## config.mk

```make
export PLATFORM = sky130hd
export DESIGN_NAME = sram_bank_requester
export DESIGN_NICKNAME = d
export VERILOG_FILES = /design/src/rtl/sram_req_pkg.sv /design/src/rtl/sram_rsp_fifo.sv /design/src/rtl/sram_bank_requester.sv
export SDC_FILE = /design/constraint.sdc
export NUM_CORES = 1
export LEC_CHECK = 0
export ABC_AREA = 1
export BUFFER_PORTS_ARGS = -buffer_cell sky130_fd_sc_hd__clkbuf_2
export CAP_MARGIN = 5
export CORE_MARGIN = 2
export CORE_UTILIZATION = 43
export DETAILED_ROUTE_END_ITERATION = 8
export PLACE_DENSITY = 0.79
export RECOVER_POWER = 50
export REMOVE_ABC_BUFFERS = 1
export SETUP_SLACK_MARGIN = 0.1
export SYNTH_ARGS = -nofsm -noshare
export SYNTH_HDL_FRONTEND = slang
export SYNTH_SLANG_ARGS = --single-unit
```

## constraint.sdc

```tcl
create_clock -name CLK -period 2.1 [get_ports CLK]
set_input_delay 0.105 -clock CLK [delete_from_list [all_inputs] [get_ports CLK]]
set_output_delay 0.105 -clock CLK [all_outputs]
set_load 0.03 [all_outputs]
```

## src/rtl/sram_req_pkg.sv

```systemverilog
`default_nettype none
// ============================================================================
// Module      : sram_req_pkg
// Description : Shared definitions for the banked-SRAM requester: default
//               widths, FSM state encoding, request record and a pointer
//               width helper.
// Revision    : 1.0 - initial release
// ============================================================================
package sram_req_pkg;

  // 6x1024-word bank: 13 address bits, upper bits select the macro.
  localparam int c_addr_width = 13;
  localparam int c_data_width = 16;

  typedef enum logic [0:0] {
    ST_INIT = 1'b0,   // power-on clear sweep (only with SRAM_INIT_EN)
    ST_RUN  = 1'b1    // normal request service
  } state_t;

  typedef struct packed {
    logic                    write;
    logic [c_addr_width-1:0] addr;
    logic [c_data_width-1:0] data;
  } req_t;

  // Pointer width for an N-entry ring; a 1-entry ring still needs one bit.
  function automatic int ptr_width(input int n);
    return (n > 1) ? $clog2(n) : 1;
  endfunction

endpackage : sram_req_pkg
`default_nettype wire

```

## src/rtl/sram_rsp_fifo.sv

```systemverilog
`default_nettype none
// ============================================================================
// Module      : sram_rsp_fifo
// Description : Circular response FIFO, DEPTH entries of WIDTH bits.
//               head_data is the oldest entry and stays put until popped.
// Ports       : CLK, RST (async, active high)
//               push/push_data  - write a new entry at the tail
//               pop             - retire the head entry (ignored when empty)
//               head_data       - oldest entry
//               count           - occupancy 0..DEPTH
// Revision    : 1.0 - initial release
// ============================================================================
module sram_rsp_fifo
  import sram_req_pkg::*;
#(
  parameter int DEPTH = 2,
  parameter int WIDTH = 16
) (
  input  logic                         CLK,
  input  logic                         RST,
  input  logic                         push,
  input  logic [WIDTH-1:0]             push_data,
  input  logic                         pop,
  output logic [WIDTH-1:0]             head_data,
  output logic [$clog2(DEPTH+1)-1:0]   count
);

  localparam int c_ptr_w = ptr_width(DEPTH);
  localparam int c_cnt_w = $clog2(DEPTH+1);

  logic [WIDTH-1:0]   r_mem [DEPTH];
  logic [c_ptr_w-1:0] r_head;
  logic [c_ptr_w-1:0] r_tail;
  logic [c_cnt_w-1:0] r_count;
  logic               w_do_pop;
  logic               w_full;

  function automatic logic [c_ptr_w-1:0] wrap_inc(input logic [c_ptr_w-1:0] p);
    return (p == c_ptr_w'(DEPTH-1)) ? '0 : p + 1'b1;
  endfunction

  assign w_do_pop  = pop && (r_count != '0);
  assign w_full    = (r_count == c_cnt_w'(DEPTH));
  assign head_data = r_mem[r_head];
  assign count     = r_count;

  always_ff @(posedge CLK or posedge RST) begin
    if (RST) begin
      r_head  <= '0;
      r_tail  <= '0;
      r_count <= '0;
    end else begin
      if (push)     r_tail <= wrap_inc(r_tail);
      if (w_do_pop) r_head <= wrap_inc(r_head);
      if (push && !w_do_pop)      r_count <= r_count + 1'b1;
      else if (!push && w_do_pop) r_count <= r_count - 1'b1;
    end
  end

  // Storage carries no reset; occupancy alone decides what is valid.
  always_ff @(posedge CLK) begin
    if (push) r_mem[r_tail] <= push_data;
  end

  // Credit accounting upstream guarantees a free slot for every push
  // unless the head leaves in the same cycle.
  a_no_overflow : assert property (@(posedge CLK) disable iff (RST)
                                   !(push && w_full && !w_do_pop));

endmodule : sram_rsp_fifo
`default_nettype wire

```

## src/rtl/sram_bank_requester.sv

```systemverilog
`default_nettype none
// ============================================================================
// Module      : sram_bank_requester
// Description : Initiator for a single-port banked SRAM (A/CEB/WEB/D/Q,
//               active-low enables, 1-cycle read latency). Requests enter on
//               a valid/ready port, read data returns in issue order on a
//               valid/ready response port. Reads are only issued when a
//               response slot is guaranteed, so read data is never dropped.
// Build macro : SRAM_INIT_EN - power-on sweep writing zero to every address
//               before requests are accepted (init_busy high meanwhile).
// Ports       : CLK, RST (async, active high)
//               req_valid/req_ready/req_write/req_addr/req_data - requests
//               rsp_valid/rsp_ready/rsp_data                    - read data
//               mem_A/mem_CEB/mem_WEB/mem_D/mem_Q               - SRAM pins
//               init_busy                                       - sweep active
// Revision    : 1.0 - initial release
// ============================================================================
module sram_bank_requester
  import sram_req_pkg::*;
#(
  parameter int ADDR_WIDTH = c_addr_width,
  parameter int DATA_WIDTH = c_data_width,
  parameter int RSP_DEPTH  = 2
) (
  input  logic                  CLK,
  input  logic                  RST,
  input  logic                  req_valid,
  output logic                  req_ready,
  input  logic                  req_write,
  input  logic [ADDR_WIDTH-1:0] req_addr,
  input  logic [DATA_WIDTH-1:0] req_data,
  output logic                  rsp_valid,
  input  logic                  rsp_ready,
  output logic [DATA_WIDTH-1:0] rsp_data,
  output logic [ADDR_WIDTH-1:0] mem_A,
  output logic                  mem_CEB,
  output logic                  mem_WEB,
  output logic [DATA_WIDTH-1:0] mem_D,
  input  logic [DATA_WIDTH-1:0] mem_Q,
  output logic                  init_busy
);

  localparam int c_cnt_w = $clog2(RSP_DEPTH+1);

  state_t                r_state;
  logic                  r_rd_pending;
  logic [c_cnt_w-1:0]    w_fifo_count;
  logic                  w_run;
  logic                  w_credit_ok;
  logic                  w_fire;
  logic                  w_init_active;
  logic [ADDR_WIDTH-1:0] w_init_addr;

`ifdef SRAM_INIT_EN
  logic [ADDR_WIDTH-1:0] r_init_addr;

  // Sweep one address per cycle; leave INIT after the all-ones address.
  always_ff @(posedge CLK or posedge RST) begin
    if (RST) begin
      r_state     <= ST_INIT;
      r_init_addr <= '0;
    end else begin
      case (r_state)
        ST_INIT: begin
          r_init_addr <= r_init_addr + 1'b1;
          if (&r_init_addr) r_state <= ST_RUN;
        end
        default: r_state <= ST_RUN;
      endcase
    end
  end

  assign w_init_active = (r_state == ST_INIT) && !RST;
  assign w_init_addr   = r_init_addr;
  assign init_busy     = (r_state == ST_INIT);
`else
  always_ff @(posedge CLK or posedge RST) begin
    if (RST) r_state <= ST_RUN;
    else     r_state <= ST_RUN;
  end

  assign w_init_active = 1'b0;
  assign w_init_addr   = '0;
  assign init_busy     = 1'b0;
`endif

  // RST gates the combinational pin path so the memory sees an idle,
  // zeroed interface for the whole reset window.
  assign w_run = (r_state == ST_RUN) && !RST;

  // A read needs a slot for itself on top of everything already owed.
  // A same-cycle pop is deliberately not counted as a freed slot.
  assign w_credit_ok = (int'(w_fifo_count) + int'(r_rd_pending)) < RSP_DEPTH;
  assign req_ready   = w_run && (req_write || w_credit_ok);
  assign w_fire      = req_valid && req_ready;

  always_comb begin
    mem_CEB = 1'b1;
    mem_WEB = 1'b1;
    mem_A   = '0;
    mem_D   = '0;
    if (w_run) begin
      mem_CEB = ~w_fire;
      mem_WEB = ~(w_fire && req_write);
      mem_A   = req_addr;
      mem_D   = req_data;
    end else if (w_init_active) begin
      mem_CEB = 1'b0;
      mem_WEB = 1'b0;
      mem_A   = w_init_addr;
    end
  end

  // mem_Q is valid the cycle after the read edge; this flag marks it.
  always_ff @(posedge CLK or posedge RST) begin
    if (RST) r_rd_pending <= 1'b0;
    else     r_rd_pending <= w_fire && !req_write;
  end

  sram_rsp_fifo #(
    .DEPTH (RSP_DEPTH),
    .WIDTH (DATA_WIDTH)
  ) u_rsp_fifo (
    .CLK       (CLK),
    .RST       (RST),
    .push      (r_rd_pending),
    .push_data (mem_Q),
    .pop       (rsp_valid && rsp_ready),
    .head_data (rsp_data),
    .count     (w_fifo_count)
  );

  assign rsp_valid = (w_fifo_count != '0);

endmodule : sram_bank_requester
`default_nettype wire

```

==> impl_results.md <==
* Initial DRC Count at 60
* Placed cells at between 300 and 400
* Crit. Startpoint: RST
* Critical path fanouts, max at 19
* Crit start category: primary input
* Cell Area, Synth at between 0.0015 and 0.002 mm²
* Post-synth top area share at 0.567
* Period utilisation layout at 0.796
* Core region area at between 0.003 and 0.004 mm²
* Initial Util at 0.456
* R2R setup slack at ~690 ps
* Clk Latency, worst-skew pair at about 280 ps
* Max-cap violations at 0
* Post-Synth XOR/XNOR Area at 0.0155
* CP Capture Type: output pin
* Hpwl dp at about 2800 µm
* Synth Area in Compound Gates at 0.00812
* Nets at 335
* WL final at about 3500 µm
* Detail Route Antenna Nets at 0
* Yosys reg bits at 37
* Ant diodes at 0
* Initial antenna violation count at 0
* Count of cell types in the netlist at 19
* Avg WL per Cell at around 11 µm
* Most instantiated cells after synthesis: nand2_1 (56), inv_1 (37), edfxtp_1 (32)
* Synth warnings at 0
* Pwr Total at around 2400 µW
* Post-layout min period at 1670 ps
* Hold Crit Class: in2reg
* DIE AREA at 0.00446 mm²
* Simple-Gate Fraction of Synth Area at 0.211
* Lkg Pwr at about 0.0012 µW
* Die Wd at around 67 µm
* Num ports at 100
* Reg clk slew, reported paths at approximately 70 ps
* Final setup violation count at 0
* Adder-Cell Fraction of Synth Area at 0.00738
* Longest Clk Path Bufs at 2
* Synth area leaders: edfxtp_1 (57%), nand2_1 (12%), inv_1 (8.2%), dfrtp_1 (7.4%), nor2_1 (6.6%)
* Worst Setup EP: mem_CEB
* Die height at ~67 µm
* Main synth FF type: edfxtp_1
* Mapped Cells at around 180
* Post-synthesis sequential area ratio at 0.641
* Number of synthesized flops with an enable pin at 32
* Layout cells sized above 1 at 0.333
* Largest family of logic cells by synthesized area: simple AND/OR/NAND/NOR gates
* First-pass GRT wire length at ~5400 µm
* Setup TNS at 0 ps
* Mux cell area share after synthesis at 0
* CTS root buf: clkbuf_8
* Largest net degree at the start of global routing at 20
* Router iterations before antenna repair at 4
* CTS buffer count at 5
* Max VDD drop at around 420 µV
* CP arrival at between 1500 and 2000 ps
* Worst-margin pin slew at ~600 ps
* Total setup buffers inserted after CTS at 0
* Final slew viol count at 0
* DRC Markers at 0
* Core Util, Final at 0.616
* Max Fclk at 598 MHz
* Finished Layout Cells at approximately 330
* FFs w/ async S/R, synth at 0.135
* Status: complete, no violations
* GRT overflow at 0
* Clock sinks at 37
* CTS tree: yes
* RSZ-0062 raised after global routing: no
* Most frequent cell after synthesis: nand2_1
* Slew headroom at 0.602
* FF-to-FF path depth at 3
* Gp weighted congestion at around 0.75
* GRT Util Overall at 0.168
* Row count at 22
* Hold Path Stages at 1
* Skew final at between 3 and 4 ps
* Area grow syn2layout at 35.1%
* Launching point of the worst reg2reg path: r_rd_pending$_DFF_PP0_
* DR vias at ~1400
* Hold Fails Final Rpt at 0
* Synth Area per Inst at about 9.3 µm²
* Via count of the first global-routing pass at between 1000 and 1500
* Vias per Instance at 4.27
* Worst r2r dst: u_rsp_fifo.r_mem[0][13]$_DFFE_PP_
* Cell taking the most area after synthesis: edfxtp_1
* Setup CP Type: in2out
* H-tree depth at 2
* Pwr per Cell Area at 1040 mW/mm²
* Worst EP required at 2000 ps
* PortBufs at a little under 100
worst max-delay path: stages:
cell and delay (ps):
dlygate4sd3_1 550, clkbuf_2 270, buf_4 260, a21oi_2 130
nand2_1 60, clkbuf_2 180
area by class of cell:
cell class                      count  area [µm²]
Clock buffer                        5        68.8
Clock inverter                      3        17.5
Fill cell                         319        1430
Inverter                           39         149
Multi-Input combinational cell     99         412
Sequential cell                    37        1090
Tap cell                           48        60.1
Timing Repair Buffer              102         497
power by group:
group | switching, µW | internal [µW] | leakage, µW
combinational | 676 | 266 | 0.000844
sequential | 94.1 | 881 | 0.000350
clock | 226 | 228 | 0.0000439
total | 996 | 1370 | 0.00124
metrics by stage:
stage                     setup slack (ps)  instance area [µm²]  hold WS, ps
after CTS                              441                 2320         10.9
final                                  428                 2290         18.1
after detailed placement               749                 2220          271
after global routing                   334                 2290         6.37
after floorplan                        556                 1650         -100
after global placement                 788                 2220          258
worst min-delay path by stage:
stage	start	to	slack (ps)
detailed placement	RST	u_rsp_fifo.r_tail$_DFFE_PP0P_	270
floorplan	RST	r_rd_pending$_DFF_PP0_	-100
finish	mem_Q[0]	u_rsp_fifo.r_mem[0][0]$_DFFE_PP_	20
CTS	mem_Q[0]	u_rsp_fifo.r_mem[0][0]$_DFFE_PP_	10
global route	mem_Q[0]	u_rsp_fifo.r_mem[1][0]$_DFFE_PP_	6
global placement	RST	u_rsp_fifo.r_tail$_DFFE_PP0P_	260
per-layer routing:
layer  up-vias  routed length [µm]  share of wire  track usage
met5         -                   0              0            0
met4         0                  63          0.018       0.0765
met3         6                 203          0.058       0.0355
met2        55                1850           0.52        0.314
met1       615                1410           0.40        0.178
li1        745                   -              -            -
sequential cells by signal (all words and copies together), names as in the netlist:
signal and count:
r_rd_pending 1, u_rsp_fifo.count 2, u_rsp_fifo.r_head 1, u_rsp_fifo.r_mem 32, u_rsp_fifo.r_tail 1
layout by cell type (no fill, tap or decap), drive strengths merged:
cell type    netlist  routed
dfrtp              5       5
conb               1       1
ha                 1       1
clkinvlp           0       1
nand3              2       2
buf                7       2
xnor2              1       1
nand2             58      58
xor2               2       2
nor2              30      30
inv               39      39
edfxtp            32      32
dlygate4sd3        0       1
clkbuf             0     104
nand4              2       2
clkinv             0       2
a21oi              2       2
logic make-up after synthesis:
group           count (synthesis)
buf+inv                        46
fa+ha+maj                       1
xor+xnor                        3
flops                          37
other cells                     1
simple gates                   92
compound gates                  2
what timing repair did:
action,CTS,global route
gates resized for setup,0,0
endpoints found under the hold margin,5,0
hold buffers,1,0
Power figures use the tool's default switching activity.
